<file path="config.mk">
export PLATFORM = sky130hd
export DESIGN_NAME = eq_controller_flat
export DESIGN_NICKNAME = d
export VERILOG_FILES = /design/src/rtl/eq_controller_pkg.sv /design/src/rtl/eq_controller_if.sv /design/src/rtl/eq_controller_seq_div.sv /design/src/rtl/eq_controller.sv /design/src/flat_wrapper.sv
export SDC_FILE = /design/constraint.sdc
export NUM_CORES = 1
export LEC_CHECK = 0
export CORE_ASPECT_RATIO = 0.6
export CORE_MARGIN = 2
export CORE_UTILIZATION = 31
export CTS_CLUSTER_SIZE = 28
export DETAILED_ROUTE_END_ITERATION = 8
export DONT_BUFFER_PORTS = 1
export GPL_ROUTABILITY_DRIVEN = 1
export SYNTH_ARGS = -nofsm -noshare
export SYNTH_HDL_FRONTEND = slang
export SYNTH_HIERARCHICAL = 1
export SYNTH_SLANG_ARGS = --single-unit
</file>
<file path="constraint.sdc">
create_clock -name clk -period 8.77 [get_ports clk]
set_clock_uncertainty 0.15 [all_clocks]
set_input_delay 1.754 -clock clk [delete_from_list [all_inputs] [get_ports clk]]
set_output_delay 1.754 -clock clk [all_outputs]
set_load 0.03 [all_outputs]
</file>
<file path="src/rtl/eq_controller_pkg.sv">
// Shared constants, state encodings and types for the histogram-equalization sequencer.
package eq_pkg;

    localparam int unsigned NBINS   = 8;
    localparam int unsigned PIX_W   = 8;
    localparam int unsigned CNT_W   = 14;
    localparam int unsigned LUT_MAX = 255;
    localparam int unsigned DIV_W   = 22;

    localparam int unsigned BIN_W   = $clog2(NBINS);
    localparam int unsigned LANES   = 4;
    localparam int unsigned WORD_W  = 32;
    localparam int unsigned DIM_W   = 7;
    localparam int unsigned HADDR_W = 6;
    localparam int unsigned PADDR_W = 14;
    localparam int unsigned HCNT_W  = BIN_W + 1;
    localparam int unsigned DCNT_W  = 5;
    localparam int unsigned ITER_W  = 5;
    localparam int unsigned ST_W    = 3;

    localparam logic [2:0] IDLE  = 3'd0;
    localparam logic [2:0] HREAD = 3'd1;
    localparam logic [2:0] DIV   = 3'd2;
    localparam logic [2:0] PRD   = 3'd3;
    localparam logic [2:0] PWR   = 3'd4;
    localparam logic [2:0] FIN   = 3'd5;

    typedef logic [LANES-1:0][PIX_W-1:0] pix_word_t;

    // Bin index of a pixel is its top BIN_W bits.
    function automatic logic [BIN_W-1:0] pix_bin(input logic [PIX_W-1:0] p);
        return BIN_W'(p >> (PIX_W - BIN_W));
    endfunction

endpackage

</file>
<file path="src/rtl/eq_controller_if.sv">
// Memory and handshake bundle between the equalizer and its histogram/pixel RAMs.
interface eq_controller_if;
    import eq_pkg::*;

    logic                 start;
    logic [DIM_W-1:0]     dim;
    logic [WORD_W-1:0]    hist_rd_data;
    logic [HADDR_W-1:0]   addr_hist;
    logic [WORD_W-1:0]    pix_rd_data;
    logic [PADDR_W-1:0]   addr_pix;
    logic                 WE_out;
    logic [PADDR_W-1:0]   addr_out;
    logic [WORD_W-1:0]    dataout_out;
    logic                 busy;
    logic                 done;

    modport master (
        input  start, dim, hist_rd_data, pix_rd_data,
        output addr_hist, addr_pix, WE_out, addr_out, dataout_out, busy, done
    );

    modport slave (
        output start, dim, hist_rd_data, pix_rd_data,
        input  addr_hist, addr_pix, WE_out, addr_out, dataout_out, busy, done
    );

endinterface

</file>
<file path="src/rtl/eq_controller_seq_div.sv">
// Restoring divider: one load cycle on go, then DIV_W iterations, done pulses once.
module seq_div
    import eq_pkg::*;
(
    input  logic              clk,
    input  logic              rst,
    input  logic              go,
    input  logic [DIV_W-1:0]  dividend,
    input  logic [CNT_W-1:0]  divisor,
    output logic [DIV_W-1:0]  quotient,
    output logic              done
);

    logic [CNT_W-1:0]  rem;
    logic [DIV_W-1:0]  quo;
    logic [CNT_W-1:0]  dvs;
    logic [ITER_W-1:0] cnt;
    logic              run;

    logic [CNT_W:0]    shifted_c;
    logic [CNT_W:0]    diff_c;
    logic              ge_c;
    logic [CNT_W-1:0]  rem_step_c;

    // One restoring step: shift in the next dividend bit, subtract if it fits.
    always_comb begin
        shifted_c  = {rem, quo[DIV_W-1]};
        diff_c     = shifted_c - {1'b0, dvs};
        ge_c       = (shifted_c >= {1'b0, dvs});
        rem_step_c = CNT_W'(ge_c ? diff_c : shifted_c);
    end

    always_ff @(posedge clk or negedge rst) begin
        if (!rst) begin
            rem  <= '0;
            quo  <= '0;
            dvs  <= '0;
            cnt  <= '0;
            run  <= 1'b0;
            done <= 1'b0;
        end else begin
            done <= 1'b0;
            if (go) begin
                rem <= '0;
                quo <= dividend;
                dvs <= divisor;
                cnt <= '0;
                run <= 1'b1;
            end else if (run) begin
                rem <= rem_step_c;
                quo <= {quo[DIV_W-2:0], ge_c};
                cnt <= cnt + ITER_W'(1);
                if (cnt == ITER_W'(DIV_W - 1)) begin
                    run  <= 1'b0;
                    done <= 1'b1;
                end
            end
        end
    end

    assign quotient = quo;

endmodule

</file>
<file path="src/rtl/eq_controller.sv">
// Histogram-equalization sequencer: CDF build, LUT division, then pixel remap stream.
module eq_controller
    import eq_pkg::*;
(
    input  logic           clk,
    input  logic           rst,
    eq_controller_if.master bus
);

    logic [ST_W-1:0]    state, state_n;
    logic [CNT_W-1:0]   total_q, total_n;
    logic [PADDR_W-1:0] words_q, words_n;
    logic [HCNT_W-1:0]  hcnt, hcnt_n;
    logic [CNT_W-1:0]   cdf, cdf_n;
    logic [DCNT_W-1:0]  dcnt, dcnt_n;
    logic [BIN_W-1:0]   bin_idx, bin_n;
    logic [BIN_W-1:0]   lut_idx, lut_idx_n;
    logic [PADDR_W-1:0] w, w_n;

    logic [CNT_W-1:0]   cdf_reg [NBINS];
    logic [PIX_W-1:0]   lut     [NBINS];

    logic               cdf_we;
    logic [BIN_W-1:0]   cdf_widx;
    logic [CNT_W-1:0]   cdf_sum_c;
    logic [CNT_W-1:0]   sq_c;

    logic [HADDR_W-1:0] addr_hist_q, addr_hist_n;
    logic [PADDR_W-1:0] addr_pix_q, addr_pix_n;
    logic               we_q, we_n;
    logic [PADDR_W-1:0] addr_out_q, addr_out_n;
    logic [WORD_W-1:0]  dataout_q, dataout_n;
    logic               busy_q, busy_n;
    logic               done_q, done_n;

    logic               div_go_c;
    logic [DIV_W-1:0]   dividend_c;
    logic [DIV_W-1:0]   div_q;
    logic               div_done;
    logic [PIX_W-1:0]   lut_wr_c;

    pix_word_t          pw_c, map_c;

    seq_div u_div (
        .clk      (clk),
        .rst      (rst),
        .go       (div_go_c),
        .dividend (dividend_c),
        .divisor  (total_q),
        .quotient (div_q),
        .done     (div_done)
    );

    // cdf*255 formed as (cdf<<8) - cdf.
    assign dividend_c = DIV_W'({cdf_reg[bin_idx], PIX_W'(0)}) - DIV_W'(cdf_reg[bin_idx]);
    assign lut_wr_c   = (div_q > DIV_W'(LUT_MAX)) ? PIX_W'(LUT_MAX) : PIX_W'(div_q);
    assign sq_c       = CNT_W'(bus.dim) * CNT_W'(bus.dim);
    // Only the low CNT_W bits of the sum survive, so upper RAM bits have no effect.
    assign cdf_sum_c  = CNT_W'(WORD_W'(cdf) + bus.hist_rd_data);

    always_comb begin
        map_c = '0;
        pw_c  = pix_word_t'(bus.pix_rd_data);
        for (int i = 0; i < LANES; i++) begin
            map_c[i] = lut[pix_bin(pw_c[i])];
        end
    end

    always_ff @(posedge clk or negedge rst) begin
        if (!rst) state <= IDLE;
        else      state <= state_n;
    end

    always_comb begin
        state_n    = state;
        total_n    = total_q;
        words_n    = words_q;
        hcnt_n     = hcnt;
        cdf_n      = cdf;
        dcnt_n     = dcnt;
        bin_n      = bin_idx;
        w_n        = w;
        lut_idx_n  = div_done ? (lut_idx + BIN_W'(1)) : lut_idx;
        cdf_we     = 1'b0;
        cdf_widx   = BIN_W'(hcnt - HCNT_W'(1));
        div_go_c   = 1'b0;
        we_n       = 1'b0;
        addr_out_n = addr_out_q;
        dataout_n  = dataout_q;

        case (state)
            IDLE: begin
                if (bus.start) begin
                    total_n   = sq_c;
                    words_n   = PADDR_W'(sq_c >> 2);
                    hcnt_n    = '0;
                    cdf_n     = '0;
                    lut_idx_n = '0;
                    state_n   = (bus.dim == '0) ? FIN : HREAD;
                end
            end
            HREAD: begin
                // Data for address hcnt-1 arrives while address hcnt is driven.
                if (hcnt != '0) begin
                    cdf_n  = cdf_sum_c;
                    cdf_we = 1'b1;
                end
                if (hcnt == HCNT_W'(NBINS)) begin
                    state_n = DIV;
                    dcnt_n  = '0;
                    bin_n   = '0;
                end else begin
                    hcnt_n = hcnt + HCNT_W'(1);
                end
            end
            DIV: begin
                // Each bin gets one load cycle plus DIV_W iteration cycles.
                div_go_c = (dcnt == '0);
                if (dcnt == DCNT_W'(DIV_W)) begin
                    dcnt_n = '0;
                    if (bin_idx == BIN_W'(NBINS - 1)) begin
                        state_n = PRD;
                        w_n     = '0;
                    end else begin
                        bin_n = bin_idx + BIN_W'(1);
                    end
                end else begin
                    dcnt_n = dcnt + DCNT_W'(1);
                end
            end
            PRD: begin
                state_n = PWR;
            end
            PWR: begin
                we_n       = 1'b1;
                addr_out_n = w;
                dataout_n  = map_c;
                if (w == words_q - PADDR_W'(1)) begin
                    state_n = FIN;
                end else begin
                    w_n     = w + PADDR_W'(1);
                    state_n = PRD;
                end
            end
            FIN: begin
                state_n = IDLE;
            end
            default: begin
                state_n = IDLE;
            end
        endcase

        addr_hist_n = (state_n == HREAD && hcnt_n < HCNT_W'(NBINS)) ? HADDR_W'(hcnt_n) : '0;
        addr_pix_n  = (state_n == PRD) ? w_n : '0;
        busy_n      = (state_n != IDLE);
        done_n      = (state == FIN);
    end

    always_ff @(posedge clk or negedge rst) begin
        if (!rst) begin
            total_q     <= '0;
            words_q     <= '0;
            hcnt        <= '0;
            cdf         <= '0;
            dcnt        <= '0;
            bin_idx     <= '0;
            lut_idx     <= '0;
            w           <= '0;
            addr_hist_q <= '0;
            addr_pix_q  <= '0;
            we_q        <= 1'b0;
            addr_out_q  <= '0;
            dataout_q   <= '0;
            busy_q      <= 1'b0;
            done_q      <= 1'b0;
            for (int i = 0; i < NBINS; i++) begin
                cdf_reg[i] <= '0;
                lut[i]     <= '0;
            end
        end else begin
            total_q     <= total_n;
            words_q     <= words_n;
            hcnt        <= hcnt_n;
            cdf         <= cdf_n;
            dcnt        <= dcnt_n;
            bin_idx     <= bin_n;
            lut_idx     <= lut_idx_n;
            w           <= w_n;
            addr_hist_q <= addr_hist_n;
            addr_pix_q  <= addr_pix_n;
            we_q        <= we_n;
            addr_out_q  <= addr_out_n;
            dataout_q   <= dataout_n;
            busy_q      <= busy_n;
            done_q      <= done_n;
            if (cdf_we)   cdf_reg[cdf_widx] <= cdf_n;
            if (div_done) lut[lut_idx]      <= lut_wr_c;
        end
    end

    assign bus.addr_hist   = addr_hist_q;
    assign bus.addr_pix    = addr_pix_q;
    assign bus.WE_out      = we_q;
    assign bus.addr_out    = addr_out_q;
    assign bus.dataout_out = dataout_q;
    assign bus.busy        = busy_q;
    assign bus.done        = done_q;

endmodule

</file>
<file path="src/flat_wrapper.sv">
// flat-port wrapper written by rule: the top's interface ports become plain ports
module eq_controller_flat import eq_pkg::*;
  (clk, rst, bus_start, bus_dim, bus_hist_rd_data, bus_pix_rd_data, bus_addr_hist, bus_addr_pix, bus_WE_out, bus_addr_out, bus_dataout_out, bus_busy, bus_done);
  eq_controller_if bus_i ();
  input  logic clk;
  input  logic rst;
  input wire logic [$bits(bus_i.start)-1:0] bus_start;
  input wire logic [$bits(bus_i.dim)-1:0] bus_dim;
  input wire logic [$bits(bus_i.hist_rd_data)-1:0] bus_hist_rd_data;
  input wire logic [$bits(bus_i.pix_rd_data)-1:0] bus_pix_rd_data;
  output wire logic [$bits(bus_i.addr_hist)-1:0] bus_addr_hist;
  output wire logic [$bits(bus_i.addr_pix)-1:0] bus_addr_pix;
  output wire logic [$bits(bus_i.WE_out)-1:0] bus_WE_out;
  output wire logic [$bits(bus_i.addr_out)-1:0] bus_addr_out;
  output wire logic [$bits(bus_i.dataout_out)-1:0] bus_dataout_out;
  output wire logic [$bits(bus_i.busy)-1:0] bus_busy;
  output wire logic [$bits(bus_i.done)-1:0] bus_done;
  assign bus_i.start = bus_start;
  assign bus_i.dim = bus_dim;
  assign bus_i.hist_rd_data = bus_hist_rd_data;
  assign bus_i.pix_rd_data = bus_pix_rd_data;
  assign bus_addr_hist = bus_i.addr_hist;
  assign bus_addr_pix = bus_i.addr_pix;
  assign bus_WE_out = bus_i.WE_out;
  assign bus_addr_out = bus_i.addr_out;
  assign bus_dataout_out = bus_i.dataout_out;
  assign bus_busy = bus_i.busy;
  assign bus_done = bus_i.done;
  eq_controller u_core (.clk(clk), .rst(rst), .bus(bus_i));
endmodule
</file>
# Yosys cells after proc, flatten, opt, wreduce, memory -nomap -nowiden
# Cells that the tools add are included.
# Widths: inputs -> output; s select.
dict set report totals {
  reg_bits 374
  inputBits 74
  output_inout_bits 69
}
dict set report op_classes {
  n_addsub 11
  multipliers 1
  magnitude_cmp 12
  eq_ne 15
  mux 68
  bitwise 7
  n_reduce_logical 13
}
# op n
set op_table {}
lappend op_table {{$mux 14} 12}
lappend op_table {{$bwmux 112} 1}
lappend op_table {{$bmux 8 s3} 4}
lappend op_table {{$mux 8} 10}
lappend op_table {{$bwmux 64} 1}
lappend op_table {{$pmux 14 s2} 2}
lappend op_table {{$mux 22} 2}
lappend op_table {{$bmux 14 s3} 1}
lappend op_table {{$demux 14 s3} 1}
lappend op_table {{$mux 3} 12}
lappend op_table {{$ge 4x4->1 const B} 7}
lappend op_table {{$not 3->4} 7}
lappend op_table {{$demux 8 s3} 1}
lappend op_table {{$gt 22x8->1 const B} 1}
lappend op_table {{$sub 22x14->22} 1}
lappend op_table {{$mux 5} 4}
lappend op_table {{$ge 15x14->1} 1}
lappend op_table {{$pmux 3 s5} 1}
lappend op_table {{$add 14x1->14 const B} 1}
lappend op_table {{$add 14x14->14} 1}
lappend op_table {{$eq 14x14->1} 1}
lappend op_table {{$mul 7x7->14} 1}
lappend op_table {{$sub 14x14->14} 1}
lappend op_table {{$sub 12x1->13 const B} 1}
lappend op_table {{other kinds (27)} 52}

# Logic depth before layout (Yosys ltp)
# Gate-level depths: netlist (run 1).
dict set report depth {
  depth_word 7
  ltp_mapped 19
  mapped_depth_nobuf 18
}

# Hierarchy
# Netlist (run 1), hierarchy kept.
# module instances cells_per_inst area_each_um2 seq_area_each_um2
set by_module_without_submodules {}
lappend by_module_without_submodules {eq_controller 1 1627 17147.7 7557.2}
lappend by_module_without_submodules {seq_div 1 346 3230.6 1426.4}

# Worst setup path after synthesis (run 1)
# Ideal clock, no wire load.
dict set report synth_path {
  path_type {input to register}
  from {input port bus_dim[0]}
  to {register u_core.total_q[13]}
  arrival_time_ns 5.700
  required_ns 8.485
  setup_slack_ns 2.785
  path_stages 16
  path_buffers 1
  path_cell_list {clkbuf_1 nand2_1 fa_1 fa_1 inv_1 fa_1 inv_1 fa_1 inv_1 ha_1 o21a_1 o41ai_1 o2111ai_1 a21oi_1 xnor2_1 o21ai_0}
}
dict set report synth_via {
  elab_chain_cells 1
}
# element line
set synth_lines {}
lappend synth_lines {{start, declared} flat_wrapper.sv:8} ;# input wire logic [$bits(bus_i.dim)-1:0] bus_dim;
lappend synth_lines {{$mul 7x7->14} eq_controller.sv:57} ;# assign sq_c = CNT_W'(bus.dim) * CNT_W'(bus.dim);
lappend synth_lines {{end signal, assigned} eq_controller.sv:181} ;# total_q <= total_n;
lappend synth_lines {{end, declared} eq_controller.sv:11} ;# logic [CNT_W-1:0] total_q, total_n;
# Every way passes these cells.
# A chain may end at the register's enable or synchronous reset.

# Final worst setup path (run 1)
dict set report layout_path {
  from {input port bus_dim[5]}
  to {register u_core.total_q[13]}
}
# Same word-level chain as after synthesis.

==> impl_metrics.py, run 1 <==
metrics = {
    "synth": {
        "synth_flop_cell": "dfrtp_1",
        "synth_top_area_share_pct": 44.1,
        "yosysMostFrequentCell": "dfrtp_1",
        "async_reset_ff_share_pct": 100,
        "yosys-top-cells-count": "dfrtp_1 (359), nand2_1 (264), o21ai_0 (168)",
        "synth_cell_types": 80,
        "synth_edf_count": 0,
        "synthTopCellsByArea": "dfrtp_1 (44%), mux4_2 (10%), nand2_1 (4.9%)",
        "yosys.area.top_type": "dfrtp_1",
        "synth_warnings": 6,
        "syn_area_per_cell_um2": 10.3,
        "seq_area_frac_synth_pct": 44.1,
        "syn_inst": 1973,
        "syn_area_um2": 20400,
        "synth_seq_cells": 359,
    },
    "setup_path": {
        "path_delay_family": "adder cells",
        "path_buf_inv": 5,
        "r2r-end": "u_core/u_div/quotient[17]",
        "critPathArrivalTime_ns": 5.85,
        "slowest_stage": "o41ai_1",
        "startpoint": "bus_dim[5]",
        "critical_path.max_stage_delay_ns": 0.59,
        "cp.depth": 17,
        "critPathKind": "in -> reg",
        "cpMostUsedCell": "inv_1",
        "endpoint_kind": "flop",
        "ff2ff_setup_slack_ns": 4.74,
        "r2r_cells": 12,
        "crit_chain": "nand2_1 > inv_1 > fa_1 > inv_1 > fa_1 > inv_1 > fa_1 > inv_1 > fa_1 > inv_1 > ha_1 > o21a_1 > o41ai_1 > o2111ai_1 > a21oi_1 > xnor2_1 > o21ai_0",
        "cp.required_ns": 8.99,
        "start_kind": "input pin",
        "r2r_start": "u_core/bin_idx[0]",
        "path_max_fanout": 10,
    },
    "placement": {
        "portBuffers": 0,
        "placed_area_um2": 21100,
        "pre_cts_slack_ns": 2.64,
        "gp_congestion": 0.821,
        "dp.final_hpwl_um": 35200,
        "dp_cells": 2729,
    },
    "worst_hold_path": {
        "hold_end": "u_core/total_q[0]",
        "hold_path_depth": 2,
        "min_path_type": "reg -> reg",
        "holdCritStartpoint": "u_core/total_q[0]",
    },
    "die": {
        "initial_core_util_pct": 31.5,
        "die_h_um": 203,
        "fp-row-count": 72,
        "core-area_um2": 64700,
        "io-pin-count": 143,
        "die-area_um2": 67900,
        "die_w_um": 335,
    },
    "clock_network": {
        "cts.clk_slew.worst_paths_ns": 0.06,
        "cts_buffers": 37,
        "htree_num_levels": 2,
        "cts.sinks": 359,
        "ctsLongestPathBuffers": 3,
        "cts_setup_buffers": 0,
        "clockRootBuffer": "clkbuf_16",
        "tritoncts": "done",
        "cts_hold_buf": 0,
        "clk_latency_ns": 0.54,
        "cts.repair.resized": 0,
    },
    "timing": {
        "drv_slew": 0,
        "max_freq_mhz": 177,
        "timing.final.crit_period_ns": 5.63,
        "finalSetupTns_ns": 0,
        "rsz0062_at_grt": "false",
        "final-hold-violation-count": 0,
        "fin_crit_sh_pct": 64.3,
        "tightest_slew_ns": 1.23,
        "setup_ws_ns": 3.14,
        "setup_viol": 0,
        "slew_headroom_pct": 17.4,
    },
    "global_routing": {
        "grtUsageMet3_pct": 3.01,
        "antenna_found_initial": 1,
        "use_met1_pct": 22.4,
        "grt_use_met2_pct": 22.4,
        "grt_overflow_total": 0,
        "grtUsageTotal_pct": 15.1,
        "grt_max_degree": 360,
        "grt_pass1_vias": 14583,
        "grt_pass1_wl_um": 82500,
        "grt-busiest-layer": "met1",
    },
    "routing": {
        "wl_um": 51100,
        "final_antenna_net_count": 0,
        "dr.first_iter.drc_count": 1253,
        "via_count": 14804,
        "wire_per_inst_um": 18.3,
        "firstDrtPassIters": 5,
        "vias_per_cell": 5.29,
        "drc_errors": 0,
    },
    "power_and_ir_drop": {
        "total_power_w": 0.00748,
        "ir_drop_mv": 0.165,
        "power.density_nw_per_um2": 333,
        "p_leak_nw": 9.56,
    },
    "finish": {
        "fin_area_um2": 22400,
        "fin_nets": 2077,
        "drive_gt1_share_pct": 13.0,
        "largest_reg_flops": 126,
        "synthToLayoutAreaGrowth_pct": 10.1,
        "final_cells": 2796,
    },
    "job": {
        "maxCapViolCount": 0,
    },
    "status": {
        "outcome": "finished, final reports clean",
    },
}
[where the power goes]
group | switching [W] | total, W | internal [W]
Combinational | 0.00172 | 0.00296 | 0.00124
Clock | 0.000677 | 0.00168 | 0.00100
Sequential | 0.000646 | 0.00284 | 0.00219
Total | 0.00304 | 0.00748 | 0.00443
[cells by family (layout without fill, tap and decap cells)]
logic type | after synthesis | in the layout | synth area share, %
xor gates and xnor gates | 62 | 62 | 2.70
DFF | 359 | 359 | 44.1
buffers and inverters | 196 | 163 | 3.81
muxes | 225 | 225 | 17.1
other | 1 | 6 | 0.0184
adders and majority gates | 86 | 86 | 5.87
and+or+nand+nor | 648 | 648 | 14.7
AOI/OAI and AO/OA | 396 | 396 | 11.7
[tightest hold or removal path: cells and delay by family (launching register included)]
kind,cells,cell delay [ns]
flip-flops,1,0.34
AND/OR/NAND/NOR,2,0.11
[metal layers]
| layer | up-vias | share of wire [%] |
|---|---|---|
| li1 | 6923 | - |
| met1 | 7400 | 49 |
| met2 | 410 | 43 |
| met3 | 71 | 5.7 |
| met4 | 0 | 2.0 |
| met5 | - | 0 |
[per-stage QoR]
step	utilization (%)	hold slack [ns]
after floorplan	-	0.284
after global placement	32.7	0.296
after detailed placement	32.7	0.313
after CTS	34.7	0.329
after global routing	34.7	0.343
final	34.7	0.330
[final cells by class]
| type | count | area, um^2 |
|---|---|---|
| clock inverter | 18 | 243 |
| fill | 6362 | 42300 |
| clock buffer | 47 | 1050 |
| timing repair buffer | 15 | 113 |
| inverter | 83 | 312 |
| antenna | 2 | 5.00 |
| tap | 851 | 1060 |
| sequential | 359 | 8990 |
| multi-input combinational | 1421 | 10600 |
[cells in the final DEF (no fill, tap or decap), types with 29 or more instances in the layout]
master and instances:
a21oi_1 96, mux4_2 92, mux2i_1 77, inv_1 83, clkbuf_16 38, mux2_2 52
o21ai_0 168, nand3_1 35, nor2_1 146, nand2_1 263, nor3_1 49, dfrtp_1 357
xnor2_1 32, xor2_1 29, ha_1 70
[worst max path at each step]
stage                         end  slack, ns
3_5_place_dp   u_core/total_q[13]       2.64
2_1_floorplan  u_core/total_q[13]       2.78
5_1_grt        u_core/total_q[13]       2.85
4_1_cts        u_core/total_q[13]       3.14
6_report       u_core/total_q[13]       3.14
3_3_place_gp   u_core/total_q[13]       2.64
No activity file was read; power rests on OpenSTA's default activity.
==> run 2, diff against run 1 <==
clock period = 4.8 ns   (was 8.77 ns; I/O delays follow)
==> impl_metrics.py, run 2 (same netlist as run 1, synthesis figures left out) <==
metrics = {
    "power_and_ir_drop": {
        "power_frac_seq_pct": 38.2,
        "p_sw_w": 0.00562,
        "switching_share_pct": 41.4,
        "total_power_w": 0.0136,
        "power.density_nw_per_um2": 604,
        "p_leak_nw": 9.62,
        "comb_power_share_pct": 40.2,
        "ir_drop_mv": 0.252,
        "pwr-share-clk_pct": 21.6,
        "internal_power_w": 0.00796,
    },
    "die": {
        "die-area_um2": 67900,
        "fp-row-count": 72,
        "die_w_um": 335,
        "die_h_um": 203,
        "io-pin-count": 143,
        "initial_core_util_pct": 31.5,
        "core-area_um2": 64700,
    },
    "timing": {
        "fin_crit_sh_pct": 89.7,
        "setup_viol": 0,
        "tightest_slew_ns": 1.20,
        "drv_slew": 0,
        "setup_ws_ns": 0.493,
        "final-hold-violation-count": 25,
        "slew_headroom_pct": 20.1,
        "timing.final.crit_period_ns": 4.31,
        "fin_hold_ws_ns": -0.0478,
        "max_freq_mhz": 232,
        "rsz0062_at_grt": "false",
    },
    "clock_network": {
        "clockRootBuffer": "clkbuf_16",
        "cts.sinks": 359,
        "tritoncts": "done",
        "cts.repair.resized": 0,
        "clk_latency_ns": 0.57,
        "cts_buffers": 38,
        "ctsLongestPathBuffers": 3,
        "htree_num_levels": 2,
        "cts.clk_slew.worst_paths_ns": 0.06,
        "cts_setup_buffers": 0,
    },
    "job": {
        "maxCapViolCount": 0,
    },
    "setup_path": {
        "critPathKind": "in -> reg",
        "endpoint_kind": "flop",
        "critPathArrivalTime_ns": 4.59,
        "path_max_fanout": 11,
        "cp.required_ns": 5.08,
        "start_kind": "input pin",
    },
    "routing": {
        "wl_um": 52200,
        "final_antenna_net_count": 0,
        "wire_per_inst_um": 18.6,
        "firstDrtPassIters": 5,
        "dr.first_iter.drc_count": 1242,
        "via_count": 14874,
        "vias_per_cell": 5.29,
        "drc_errors": 0,
    },
    "status": {
        "outcome": "finished with violations",
        "violations": "hold timing",
    },
    "global_routing": {
        "grt_max_degree": 360,
        "grt_pass1_wl_um": 83800,
        "antenna_found_initial": 0,
        "grtUsageTotal_pct": 15.4,
        "grt_pass1_vias": 14596,
        "grt_overflow_total": 0,
    },
    "finish": {
        "most-common-layout-cells": "dfrtp_1 (357), nand2_1 (260), o21ai_0 (168), nor2_1 (146), a21oi_1 (95)",
        "drive_gt1_share_pct": 13.8,
        "fin_nets": 2092,
        "antennaDiodeCount": 0,
        "fin_area_um2": 22500,
        "largest_reg_flops": 126,
        "synthToLayoutAreaGrowth_pct": 10.4,
        "layout_commonest_cell": "dfrtp_1",
    },
    "worst_hold_path": {
        "min_path_type": "in -> async",
    },
    "placement": {
        "placed_area_um2": 21300,
        "portBuffers": 0,
        "pre_cts_slack_ns": -0.0737,
        "gp_congestion": 0.828,
        "dp.final_hpwl_um": 36100,
    },
}
run 2: final timing paths:
check	startpoint	end	slack, ns	cells after the start
min reg2reg	u_core/cdf_reg[95]	u_core/cdf_reg[95]	0.32	2
max in group asynchronous	rst	u_core/lut[15]	3.71	0
min	rst	u_core/cdf_reg[10]	-0.05	0
max	bus_dim[1]	u_core/total_q[12]	0.49	17
max reg2reg	u_core/bin_idx[0]	u_core/u_div/quotient[17]	0.98	12
min in group clk	u_core/cdf_reg[95]	u_core/cdf_reg[95]	0.32	2
run 2: routing by layer:
metal / GRT usage, % / part of all wire [%] / routed length [um]
met5: 0 / 0 / 0
met1: 23.2 / 49 / 25300
met4: 4.05 / 1.9 / 989
met3: 2.87 / 5.9 / 3100
met2: 22.7 / 44 / 22800
run 2: metrics by stage:
step                      util, %  setup TNS [ns]  hold WS, ns  std cells
after floorplan                 -         -0.0567        0.284       1976
after global placement       32.9          -0.106        0.301       2743
after detailed placement     32.9         -0.0842        0.310       2743
after CTS                    34.8               0      -0.0598       2812
after global routing         34.8               0      -0.0778       2812
final                        34.8               0      -0.0478       2812
run 2: cell type report:
type / count / area (um^2)
fill: 6374 / 42200
multi-input combinational: 1421 / 10700
sequential: 359 / 8990
clock buffer: 53 / 1080
tap: 851 / 1060
inverter: 83 / 312
timing repair buffer: 29 / 230
clock inverter: 16 / 145
run 2: power groups by stage:
stage / sequential (W) / clock [W] / combinational, W
floorplan: 0.00480 / 0 / 0.00435
global placement: 0.00517 / 0 / 0.00522
detailed placement: 0.00523 / 0 / 0.00539
CTS: 0.00518 / 0.00302 / 0.00542
global route: 0.00532 / 0.00316 / 0.00610
finish: 0.00519 / 0.00294 / 0.00545
run 2: worst max-delay path, stage by stage:
cell	delay (ns)
nand2_4	0.06
inv_2	0.04
fa_1	0.50
inv_1	0.05
fa_1	0.47
inv_1	0.05
fa_1	0.47
inv_1	0.05
fa_1	0.47
inv_1	0.04
ha_1	0.28
inv_1	0.08
a21oi_2	0.04
o31a_1	0.35
o41ai_2	0.34
mux2i_1	0.23
o311ai_1	0.11
==> run 3, diff against run 2 <==
==> constraint.sdc (replaced) <==
create_clock -name clk -period 4.8 [get_ports clk]
set_clock_uncertainty 0.15 [all_clocks]
set_input_delay 0.48 -clock clk [delete_from_list [all_inputs] [get_ports clk]]
set_output_delay 0.48 -clock clk [all_outputs]
set_load 0.03 [all_outputs]
==> impl_metrics.py, run 3 (same netlist as run 1, synthesis figures left out) <==
metrics = {
    "status": {
        "violations": "hold timing",
        "outcome": "finished with violations",
    },
    "setup_path": {
        "path_max_fanout": 10,
        "r2r_start": "u_core/bin_idx[0]",
        "critical_path.max_stage_delay_ns": 0.55,
        "ff2ff_setup_slack_ns": 0.95,
        "r2r_cells": 12,
        "endpoint_kind": "flop",
        "path_buf_inv": 6,
        "r2r-end": "u_core/u_div/quotient[21]",
        "cp.required_ns": 5.06,
        "crit_chain": "nand2_1 > inv_1 > fa_1 > inv_1 > fa_1 > inv_1 > fa_1 > inv_1 > fa_1 > inv_1 > ha_1 > inv_1 > a21oi_1 > o31a_1 > o41ai_1 > mux2i_1 > o311ai_0",
        "cpMostUsedCell": "inv_1",
        "slowest_stage": "fa_1",
        "start_kind": "input pin",
        "critPathKind": "in -> reg",
        "path_delay_family": "adder cells",
        "critPathArrivalTime_ns": 4.35,
    },
    "power_and_ir_drop": {
        "p_sw_w": 0.00559,
        "p_leak_nw": 9.61,
        "ir_drop_mv": 0.274,
        "power_frac_seq_pct": 37.6,
        "power.density_nw_per_um2": 603,
        "internal_power_w": 0.00797,
        "pwr-share-clk_pct": 21.5,
        "switching_share_pct": 41.2,
        "comb_power_share_pct": 40.9,
    },
    "placement": {
        "portBuffers": 0,
        "pre_cts_slack_ns": 0.155,
        "dp.final_hpwl_um": 36100,
        "gp_congestion": 0.842,
    },
    "timing": {
        "setup_viol": 0,
        "tightest_slew_ns": 1.13,
        "finalSetupTns_ns": 0,
        "setup_ws_ns": 0.712,
        "rsz0062_at_grt": "false",
        "max_freq_mhz": 245,
        "drv_slew": 0,
        "fin_crit_sh_pct": 85.2,
        "final-hold-violation-count": 359,
        "slew_headroom_pct": 24.1,
        "fin_hold_ws_ns": -0.534,
        "timing.final.crit_period_ns": 4.09,
    },
    "clock_network": {
        "htree_num_levels": 2,
        "clk_latency_ns": 0.57,
        "cts_hold_buf": 7,
        "clockRootBuffer": "clkbuf_16",
        "cts.sinks": 359,
        "ctsLongestPathBuffers": 3,
        "cts.clk_slew.worst_paths_ns": 0.06,
        "cts_setup_buffers": 0,
        "cts.repair.resized": 0,
        "tritoncts": "done",
        "cts_buffers": 38,
    },
    "global_routing": {
        "grt_max_degree": 360,
        "grtUsageTotal_pct": 15.5,
        "antenna_found_initial": 1,
        "grt_overflow_total": 0,
        "grt_pass1_wl_um": 84100,
        "grt_pass1_vias": 14733,
    },
    "die": {
        "die_w_um": 335,
        "die-area_um2": 67900,
        "die_h_um": 203,
        "io-pin-count": 143,
        "initial_core_util_pct": 31.5,
        "fp-row-count": 72,
        "core-area_um2": 64700,
    },
    "routing": {
        "firstDrtPassIters": 5,
        "final_antenna_net_count": 0,
        "vias_per_cell": 5.33,
        "dr.first_iter.drc_count": 1221,
        "wl_um": 52200,
        "wire_per_inst_um": 18.6,
        "via_count": 15002,
        "drc_errors": 0,
    },
    "finish": {
        "largest_reg_flops": 126,
        "synthToLayoutAreaGrowth_pct": 10.4,
        "antennaDiodeCount": 0,
        "drive_gt1_share_pct": 13.2,
        "layout_commonest_cell": "dfrtp_1",
        "fill_cells": 6383,
        "fin_nets": 2097,
        "most-common-layout-cells": "dfrtp_1 (357), nand2_1 (263), o21ai_0 (168), nor2_1 (146), a21oi_1 (96)",
    },
    "job": {
        "maxCapViolCount": 0,
    },
    "worst_hold_path": {
        "min_path_type": "in -> async",
    },
}
==> run 3: layout make-up <==
class	instances	area [um^2]	share of cell area (%)
Clock buffer	53	1100	4.88
Clock inverter	11	109	0.484
Inverter	83	312	1.38
Multi-Input combinational cell	1421	10600	47.3
Sequential cell	359	8990	39.9
Tap cell	851	1060	4.73
Timing Repair Buffer	34	285	1.27
==> run 3: power by group through the flow <==
stage | combinational, W | clock (W) | sequential, W
after floorplan | 0.00433 | 0 | 0.00480
after global placement | 0.00532 | 0 | 0.00510
after detailed placement | 0.00550 | 0 | 0.00514
after CTS | 0.00554 | 0.00300 | 0.00510
after global routing | 0.00623 | 0.00313 | 0.00523
final | 0.00554 | 0.00292 | 0.00510
==> run 3: worst max-delay path by stage <==
stage / endpoint / cells past startpoint / start
2_1_floorplan: u_core/total_q[13] / 16 / bus_dim[0]
3_3_place_gp: u_core/total_q[12] / 17 / bus_dim[5]
6_report: u_core/total_q[12] / 17 / bus_dim[5]
5_1_grt: u_core/total_q[12] / 17 / bus_dim[5]
3_5_place_dp: u_core/total_q[12] / 17 / bus_dim[5]
4_1_cts: u_core/total_q[12] / 17 / bus_dim[5]
==> run 3: metal layers <==
metal	wire, um	share of wire, %	global-route usage, %
met1	25600	49	23.8
met5	20	0.038	0
met3	3360	6.4	3.06
met2	22200	43	22.4
met4	999	1.9	3.52
==> run 3: worst register-to-register path, cell delays in order (launching register included) <==
cell      delay (ns)
dfrtp_1         0.63
buf_12          0.27
mux4_2          0.57
mux2i_1         0.47
ha_1            0.37
and2_1          0.17
a22oi_1         0.21
o211ai_1        0.18
nand3_1         0.21
nand3_1         0.12
xor2_1          0.18
nand2_1         0.08
o21ai_0         0.08
==> run 3: through the flow <==
step | power (W) | utilization, % | hold WS (ns) | instance area, um^2 | cells
final | 0.0136 | 34.8 | -0.534 | 22500 | 2812
after global routing | 0.0146 | 34.8 | -0.571 | 22500 | 2812
after CTS | 0.0136 | 34.8 | -0.578 | 22500 | 2812
after detailed placement | 0.0106 | 32.8 | 0.0516 | 21200 | 2741
after global placement | 0.0104 | 32.8 | 0.0529 | 21200 | 2741
after floorplan | 0.00914 | - | 0.0344 | 20400 | 1976
